$ cat config.mk
export PLATFORM = sky130hd
export DESIGN_NAME = store_write_buffer_flat
export DESIGN_NICKNAME = d
export VERILOG_FILES = /design/src/rtl/store_write_buffer_if.sv /design/src/rtl/store_write_buffer.sv /design/src/flat_wrapper.sv
export SDC_FILE = /design/constraint.sdc
export NUM_CORES = 1
export LEC_CHECK = 0
export CAP_MARGIN = 40
export CORE_ASPECT_RATIO = 0.6
export CORE_UTILIZATION = 52
export CTS_BUF_LIST = sky130_fd_sc_hd__clkbuf_16
export DETAILED_ROUTE_END_ITERATION = 6
export GPL_ROUTABILITY_DRIVEN = 0
export PLACE_DENSITY = 0.79
export SYNTH_ARGS = -nofsm -noshare
export SYNTH_HDL_FRONTEND = slang
export SYNTH_SLANG_ARGS = --single-unit
$ cat constraint.sdc
create_clock -name clk -period 7.3 [get_ports clk]
set_clock_uncertainty 0.1 [all_clocks]
set_input_delay 1.46 -clock clk [delete_from_list [all_inputs] [get_ports clk]]
set_output_delay 1.46 -clock clk [all_outputs]
set_load 0.005 [all_outputs]
$ cat src/rtl/store_write_buffer_if.sv
// Bus bundle for store_write_buffer: core store port, memory drain channel,
// load-forwarding lookup and occupancy. The buffer takes the slave side.
interface store_write_buffer_if #(
    parameter int DEPTH  = 4,
    parameter int ADDR_W = 32,
    parameter int DATA_W = 32
);
    localparam int CNT_W = $clog2(DEPTH) + 1;

    logic              MemWrite;
    logic [ADDR_W-1:0] DataAdr;
    logic [DATA_W-1:0] WriteData;
    logic              StoreStall;

    logic              mem_valid;
    logic              mem_ready;
    logic [ADDR_W-1:0] mem_addr;
    logic [DATA_W-1:0] mem_wdata;

    logic [ADDR_W-1:0] rd_addr;
    logic              rd_hit;
    logic [DATA_W-1:0] rd_data;

    logic [CNT_W-1:0]  count;

    modport master (
        output MemWrite, DataAdr, WriteData, mem_ready, rd_addr,
        input  StoreStall, mem_valid, mem_addr, mem_wdata, rd_hit, rd_data, count
    );

    modport slave (
        input  MemWrite, DataAdr, WriteData, mem_ready, rd_addr,
        output StoreStall, mem_valid, mem_addr, mem_wdata, rd_hit, rd_data, count
    );
endinterface

$ cat src/rtl/store_write_buffer.sv
// Posted-write FIFO between the core store port and data memory, with
// youngest-entry store-to-load forwarding. Optional: STORE_WB_COALESCE_EN.
module store_write_buffer #(
    parameter int DEPTH  = 4,
    parameter int ADDR_W = 32,
    parameter int DATA_W = 32
) (
    input  logic                 clk,
    input  logic                 reset,
    store_write_buffer_if.slave  bus
);
    localparam int PTR_W = $clog2(DEPTH);
    localparam int CNT_W = $clog2(DEPTH) + 1;

    logic [ADDR_W-1:0] r_addr_mem [DEPTH];
    logic [DATA_W-1:0] r_data_mem [DEPTH];
    logic [PTR_W-1:0]  r_head;
    logic [PTR_W-1:0]  r_tail;
    logic [CNT_W-1:0]  r_count;

    logic              w_full;
    logic              w_empty;
    logic              w_push;
    logic              w_pop;
    logic              w_coalesce;
    logic              w_hit;
    logic [DATA_W-1:0] w_rd_data;

    assign w_full  = (r_count == CNT_W'(DEPTH));
    assign w_empty = (r_count == '0);
    assign w_pop   = !w_empty && bus.mem_ready;

`ifdef STORE_WB_COALESCE_EN
    logic [PTR_W-1:0] w_youngest;
    assign w_youngest = r_tail - PTR_W'(1);
    // The youngest entry cannot absorb a store on the edge it leaves as head.
    assign w_coalesce = bus.MemWrite && !w_empty
                     && ((bus.DataAdr >> 2) == (r_addr_mem[w_youngest] >> 2))
                     && !((r_count == CNT_W'(1)) && w_pop);
`else
    assign w_coalesce = 1'b0;
`endif

    // Space freed by a same-cycle pop is not reused until the next cycle.
    assign w_push         = bus.MemWrite && !w_full && !w_coalesce;
    assign bus.StoreStall = bus.MemWrite && w_full && !w_coalesce;

    assign bus.mem_valid = !w_empty;
    assign bus.mem_addr  = w_empty ? '0 : r_addr_mem[r_head];
    assign bus.mem_wdata = w_empty ? '0 : r_data_mem[r_head];
    assign bus.count     = r_count;

    // NOTE: state uses non-blocking assignments so every register samples
    // pre-edge values, regardless of block ordering in simulation.
    always_ff @(posedge clk) begin
        if (reset) begin
            r_head  <= '0;
            r_tail  <= '0;
            r_count <= '0;
        end else begin
            if (w_push) begin
                r_tail <= r_tail + PTR_W'(1);
            end
            if (w_pop) begin
                r_head <= r_head + PTR_W'(1);
            end
            case ({w_push, w_pop})
                2'b10:   r_count <= r_count + CNT_W'(1);
                2'b01:   r_count <= r_count - CNT_W'(1);
                default: r_count <= r_count;
            endcase
        end
    end

    // NOTE: the entry storage is deliberately not reset; occupancy and the
    // pointers decide what is visible, so stale contents are never observed.
    always_ff @(posedge clk) begin
        if (w_push) begin
            r_addr_mem[r_tail] <= bus.DataAdr;
            r_data_mem[r_tail] <= bus.WriteData;
        end
`ifdef STORE_WB_COALESCE_EN
        else if (w_coalesce) begin
            r_data_mem[w_youngest] <= bus.WriteData;
        end
`endif
    end

    // Walk oldest to youngest so the last match seen is the youngest one.
    // NOTE: every always_comb output gets a default first so no latch is inferred.
    always_comb begin
        w_hit     = 1'b0;
        w_rd_data = '0;
        for (int k = 0; k < DEPTH; k++) begin
            if ((CNT_W'(k) < r_count)
                && ((bus.rd_addr >> 2) == (r_addr_mem[r_head + PTR_W'(k)] >> 2))) begin
                w_hit     = 1'b1;
                w_rd_data = r_data_mem[r_head + PTR_W'(k)];
            end
        end
    end

    assign bus.rd_hit  = w_hit;
    assign bus.rd_data = w_rd_data;
endmodule

$ cat src/flat_wrapper.sv
// flat-port wrapper written by rule: the top's interface ports become plain ports
module store_write_buffer_flat 
#(
    parameter int DEPTH  = 4,
    parameter int ADDR_W = 32,
    parameter int DATA_W = 32
)
  (clk, reset, bus_MemWrite, bus_DataAdr, bus_WriteData, bus_mem_ready, bus_rd_addr, bus_StoreStall, bus_mem_valid, bus_mem_addr, bus_mem_wdata, bus_rd_hit, bus_rd_data, bus_count);
  store_write_buffer_if #(.DEPTH(DEPTH), .ADDR_W(ADDR_W), .DATA_W(DATA_W)) bus_i ();
  input  logic clk;
  input  logic reset;
  input wire logic [$bits(bus_i.MemWrite)-1:0] bus_MemWrite;
  input wire logic [$bits(bus_i.DataAdr)-1:0] bus_DataAdr;
  input wire logic [$bits(bus_i.WriteData)-1:0] bus_WriteData;
  input wire logic [$bits(bus_i.mem_ready)-1:0] bus_mem_ready;
  input wire logic [$bits(bus_i.rd_addr)-1:0] bus_rd_addr;
  output wire logic [$bits(bus_i.StoreStall)-1:0] bus_StoreStall;
  output wire logic [$bits(bus_i.mem_valid)-1:0] bus_mem_valid;
  output wire logic [$bits(bus_i.mem_addr)-1:0] bus_mem_addr;
  output wire logic [$bits(bus_i.mem_wdata)-1:0] bus_mem_wdata;
  output wire logic [$bits(bus_i.rd_hit)-1:0] bus_rd_hit;
  output wire logic [$bits(bus_i.rd_data)-1:0] bus_rd_data;
  output wire logic [$bits(bus_i.count)-1:0] bus_count;
  assign bus_i.MemWrite = bus_MemWrite;
  assign bus_i.DataAdr = bus_DataAdr;
  assign bus_i.WriteData = bus_WriteData;
  assign bus_i.mem_ready = bus_mem_ready;
  assign bus_i.rd_addr = bus_rd_addr;
  assign bus_StoreStall = bus_i.StoreStall;
  assign bus_mem_valid = bus_i.mem_valid;
  assign bus_mem_addr = bus_i.mem_addr;
  assign bus_mem_wdata = bus_i.mem_wdata;
  assign bus_rd_hit = bus_i.rd_hit;
  assign bus_rd_data = bus_i.rd_data;
  assign bus_count = bus_i.count;
  store_write_buffer #(.DEPTH(DEPTH), .ADDR_W(ADDR_W), .DATA_W(DATA_W)) u_core (.clk(clk), .reset(reset), .bus(bus_i));
endmodule
==> results.py <==
metrics = {
    "sta": {
        "timing.final.crit_share_pct": 96.4,
        "fmaxAchievable_ghz": 0.142,
        "finalMaxSlewViolations": 0,
        "setup-violations-final": 0,
        "fin_worst_hold_slack_ns": 0.490,
        "timing.final.hold_violations": 0,
        "tightestPinTransition_ns": 0.944,
        "period_minus_slack_ns": 7.04,
        "max-slew-margin-rel_pct": 37.1,
        "fin_tns_setup_ns": 0,
        "grt_setup_unrepaired": "false",
    },
    "placement": {
        "post_dp_cell_area_um2": 20400,
        "placement.io_buffers": 199,
        "detailed_place_hpwl_mm": 36.1,
    },
    "global_route": {
        "grt_pass1_wl_mm": 81.3,
        "groute.layer.met3.usage_pct": 10.9,
        "busiest_layer": "met2",
        "grt.total_usage_pct": 29.9,
        "gr-usage-met2_pct": 42.9,
        "first_global_vias": 13572,
        "number_of_antenna_violations_at_the_first_check_in_global_routing": 8,
        "grt_util_met1_pct": 42.4,
        "grt_max_degree": 97,
        "gr-total-overflow": 0,
    },
    "clock_tree": {
        "clock_tree.htree_level_count": 1,
        "inserted_clock_buffers": 28,
        "tritoncts": "built",
        "clk_transition_reported_paths_ns": 0.06,
        "cts-root-to-sink-buffers": 3,
        "holdBufCountCts": 0,
        "post_cts.resized_instances": 0,
        "cts_setup_buffers": 0,
        "sinks_on_the_clock_net": 265,
        "clkLatencyLatePin_ns": 0.56,
        "clk_root_buffer_cell": "sky130_fd_sc_hd__clkbuf_16",
    },
    "outcome": {
        "run_status": "complete, but fails checks",
        "violations_in_the_final_reports": "DRC",
    },
    "drt": {
        "wirelength_mm": 54.3,
        "post_drt_via_cell_ratio": 6.58,
        "detail_route.first_pass.iterations": 7,
        "wl_per_cell_um": 25.6,
        "route.detailed.drc": 7,
        "ant_nets": 0,
        "routed-via-count": 13981,
        "drt_iter0_markers": 1767,
    },
    "yosys": {
        "yosysUniqueCellTypes": 71,
        "muxShareOfSynthArea_pct": 24.5,
        "netlist.area_leader.share_pct": 42.2,
        "synth_simple_gate_area_share_pct": 8.45,
        "yosys.area_share.adder_pct": 0.618,
        "yosys.area_share.xor_xnor_pct": 5.51,
        "synthesis.instances": 1519,
        "synth.ff_latch_count": 265,
        "synth.yosys.seq_area_share_pct": 43.2,
        "postSynthNetCount": 1628,
        "synth-async-reset-ratio_pct": 0,
        "synthTopCellsByCount": "sky130_fd_sc_hd__edfxtp_1, sky130_fd_sc_hd__mux2i_1, sky130_fd_sc_hd__nand2_1, sky130_fd_sc_hd__mux4_2, sky130_fd_sc_hd__xnor2_1",
        "netlist.top_cell.by_area": "sky130_fd_sc_hd__edfxtp_1",
        "synth_top_flop_cell": "sky130_fd_sc_hd__edfxtp_1",
        "synth_edf_count": 256,
        "synth_top_family_by_area": "multiplexers",
        "synth.avg_cell_area_um2": 12.0,
        "netlist_area_um2": 18200,
        "synth-warning-count": 0,
        "synth_top_cells_by_area": "sky130_fd_sc_hd__edfxtp_1, sky130_fd_sc_hd__mux2i_1, sky130_fd_sc_hd__mux4_2",
        "most_frequent_cell_after_synthesis": "sky130_fd_sc_hd__edfxtp_1",
        "synth-compound-area-share_pct": 12.3,
    },
    "cells_and_area": {
        "areaGrowthSynthToFinish_pct": 16.4,
        "finish.net_count": 1750,
        "final_layout_size_suffix_gt1_share_pct": 16.3,
        "final_area_um2": 21200,
    },
    "worst_setup_path": {
        "critical-path-top-cell-by-count": "sky130_fd_sc_hd__clkdlybuf4s50_1",
        "stage_delay_of_the_slowest_cell_on_the_critical_path_ns": 0.70,
        "crit_required_ns": 5.74,
        "startpoint_type": "input port",
        "regToRegSetupSlack_ns": 4.01,
        "cp_cell_sequence": "clkdlybuf4s50_1 -> inv_1 -> xnor2_1 -> o221ai_1 -> a2111oi_2 -> nand4_1 -> buf_4 -> a2111oi_0 -> o211ai_1 -> a21oi_2 -> clkdlybuf4s50_1",
        "worstPathArrival_ns": 5.48,
        "critical_path_slowest_stage_cell": "sky130_fd_sc_hd__clkdlybuf4s50_1",
        "path_max_fanout": 32,
        "critPathCaptureType": "primary output",
        "timing_worst_setup_path_type": "input port to primary output",
    },
    "floorplan": {
        "dieArea_um2": 35800,
        "die_height_um": 147,
        "starting_density_of_the_core_pct": 53.5,
        "top_level_ports": 202,
        "core_area_um2": 34100,
        "floorplan.die.width_um": 244,
        "fp-row-count": 52,
    },
    "pwr": {
        "power.ir.vdd_worst_mv": 0.152,
        "power_mw": 6.07,
        "p_per_area_nw_per_um2": 286,
        "static-leakage-power_nw": 6.48,
    },
    "hold_path": {
        "hold_path.class": "flip-flop to flip-flop",
    },
    "job": {
        "timing.max_cap.violations": 0,
    },
}
-- cell type report --
class / count / area (um^2)
Sequential cell: 265 / 7880
Clock buffer: 29 / 726
Fill cell: 2640 / 12900
Tap cell: 459 / 574
Multi-Input combinational cell: 1066 / 9390
Inverter: 47 / 179
Antenna cell: 6 / 15.0
Timing Repair Buffer: 233 / 2330
Clock inverter: 21 / 118
-- state kept, by name, summed over array words and instances (netlist names), named ones only --
name and cells:
u_core.bus.count 3, u_core.r_head 2, u_core.r_tail 2, u_core.r_addr_mem 128, u_core.r_data_mem 128
-- stage by stage --
| stage | setup WS [ns] | utilization [%] | cells |
|---|---|---|---|
| final | 0.264 | 62.2 | 2126 |
| after global routing | 0.142 | 62.2 | 2124 |
| after CTS | 0.485 | 62.2 | 2120 |
| after floorplan | 2.15 | - | 1519 |
| after global placement | 0.634 | 59.6 | 2069 |
| after detailed placement | 0.501 | 59.7 | 2070 |
-- power breakdown --
part / total, mW / switching (mW) / leakage (nW) / internal (mW)
Sequential: 2.00 / 0.183 / 2.43 / 1.82
Clock: 1.35 / 0.598 / 0.439 / 0.747
Combinational: 2.72 / 1.44 / 3.61 / 1.28
-- worst max-delay path, delay by kind of cell --
family,cells,cell delay (ns)
AND/OR/NAND/NOR,1,0.19
XOR/XNOR,1,0.43
AO/OA/AOI/OAI,5,1.63
buffers and inverters,4,1.74
-- layer usage --
layer	part of all wire (%)	vias to the layer above	wire length (um)
met5	0.16	-	86
met4	2.3	6	1240
met3	13	116	6830
met2	43	860	23400
met1	42	6942	22800
li1	-	6057	-
-- path summary, 6_finish.rpt --
check                      start  cells after the start                  endpoint
max               bus_rd_addr[9]                     11            bus_rd_data[3]
max reg2reg  u_core.bus.count[0]                      5  u_core.r_data_mem[2][13]
min             u_core.r_tail[0]                      2          u_core.r_tail[0]
min reg2reg     u_core.r_tail[0]                      2          u_core.r_tail[0]
-- cell families (layout without fill, tap and decap cells) --
logic type | after synthesis | after routing
buffers and inverters | 188 | 330
multiplexers | 330 | 330
XOR/XNOR | 112 | 112
AND/OR/NAND/NOR | 327 | 327
other | 0 | 6
flip-flops | 265 | 265
AO/OA/AOI/OAI | 288 | 288
adder cells (fa/ha/maj) | 9 | 9
-- cells in the final DEF, fill, tap and decap left out, types with 9 or more instances in the layout --
master | Yosys | final
sky130_fd_sc_hd__clkdlybuf4s50_1 | 0 | 199
sky130_fd_sc_hd__a2111oi_0 | 36 | 36
sky130_fd_sc_hd__mux2_2 | 41 | 41
sky130_fd_sc_hd__o211ai_1 | 35 | 35
sky130_fd_sc_hd__mux2i_1 | 199 | 199
sky130_fd_sc_hd__a21boi_1 | 13 | 13
sky130_fd_sc_hd__nor2b_1 | 34 | 33
sky130_fd_sc_hd__nand4_1 | 14 | 14
sky130_fd_sc_hd__clkbuf_16 | 0 | 29
sky130_fd_sc_hd__xnor2_1 | 81 | 81
sky130_fd_sc_hd__inv_1 | 45 | 52
sky130_fd_sc_hd__nand2b_1 | 34 | 34
sky130_fd_sc_hd__clkinv_1 | 1 | 10
sky130_fd_sc_hd__mux4_2 | 86 | 86
sky130_fd_sc_hd__a21oi_1 | 49 | 49
sky130_fd_sc_hd__nand2_1 | 123 | 123
sky130_fd_sc_hd__a31oi_1 | 35 | 35
sky130_fd_sc_hd__xor2_1 | 28 | 28
sky130_fd_sc_hd__ha_1 | 9 | 9
sky130_fd_sc_hd__a21boi_2 | 20 | 20
sky130_fd_sc_hd__buf_4 | 7 | 28
sky130_fd_sc_hd__nor2_1 | 80 | 80
sky130_fd_sc_hd__a211oi_1 | 11 | 11
sky130_fd_sc_hd__a21oi_2 | 30 | 30
sky130_fd_sc_hd__edfxtp_1 | 256 | 256
No activity file was read; power rests on OpenSTA's default activity.
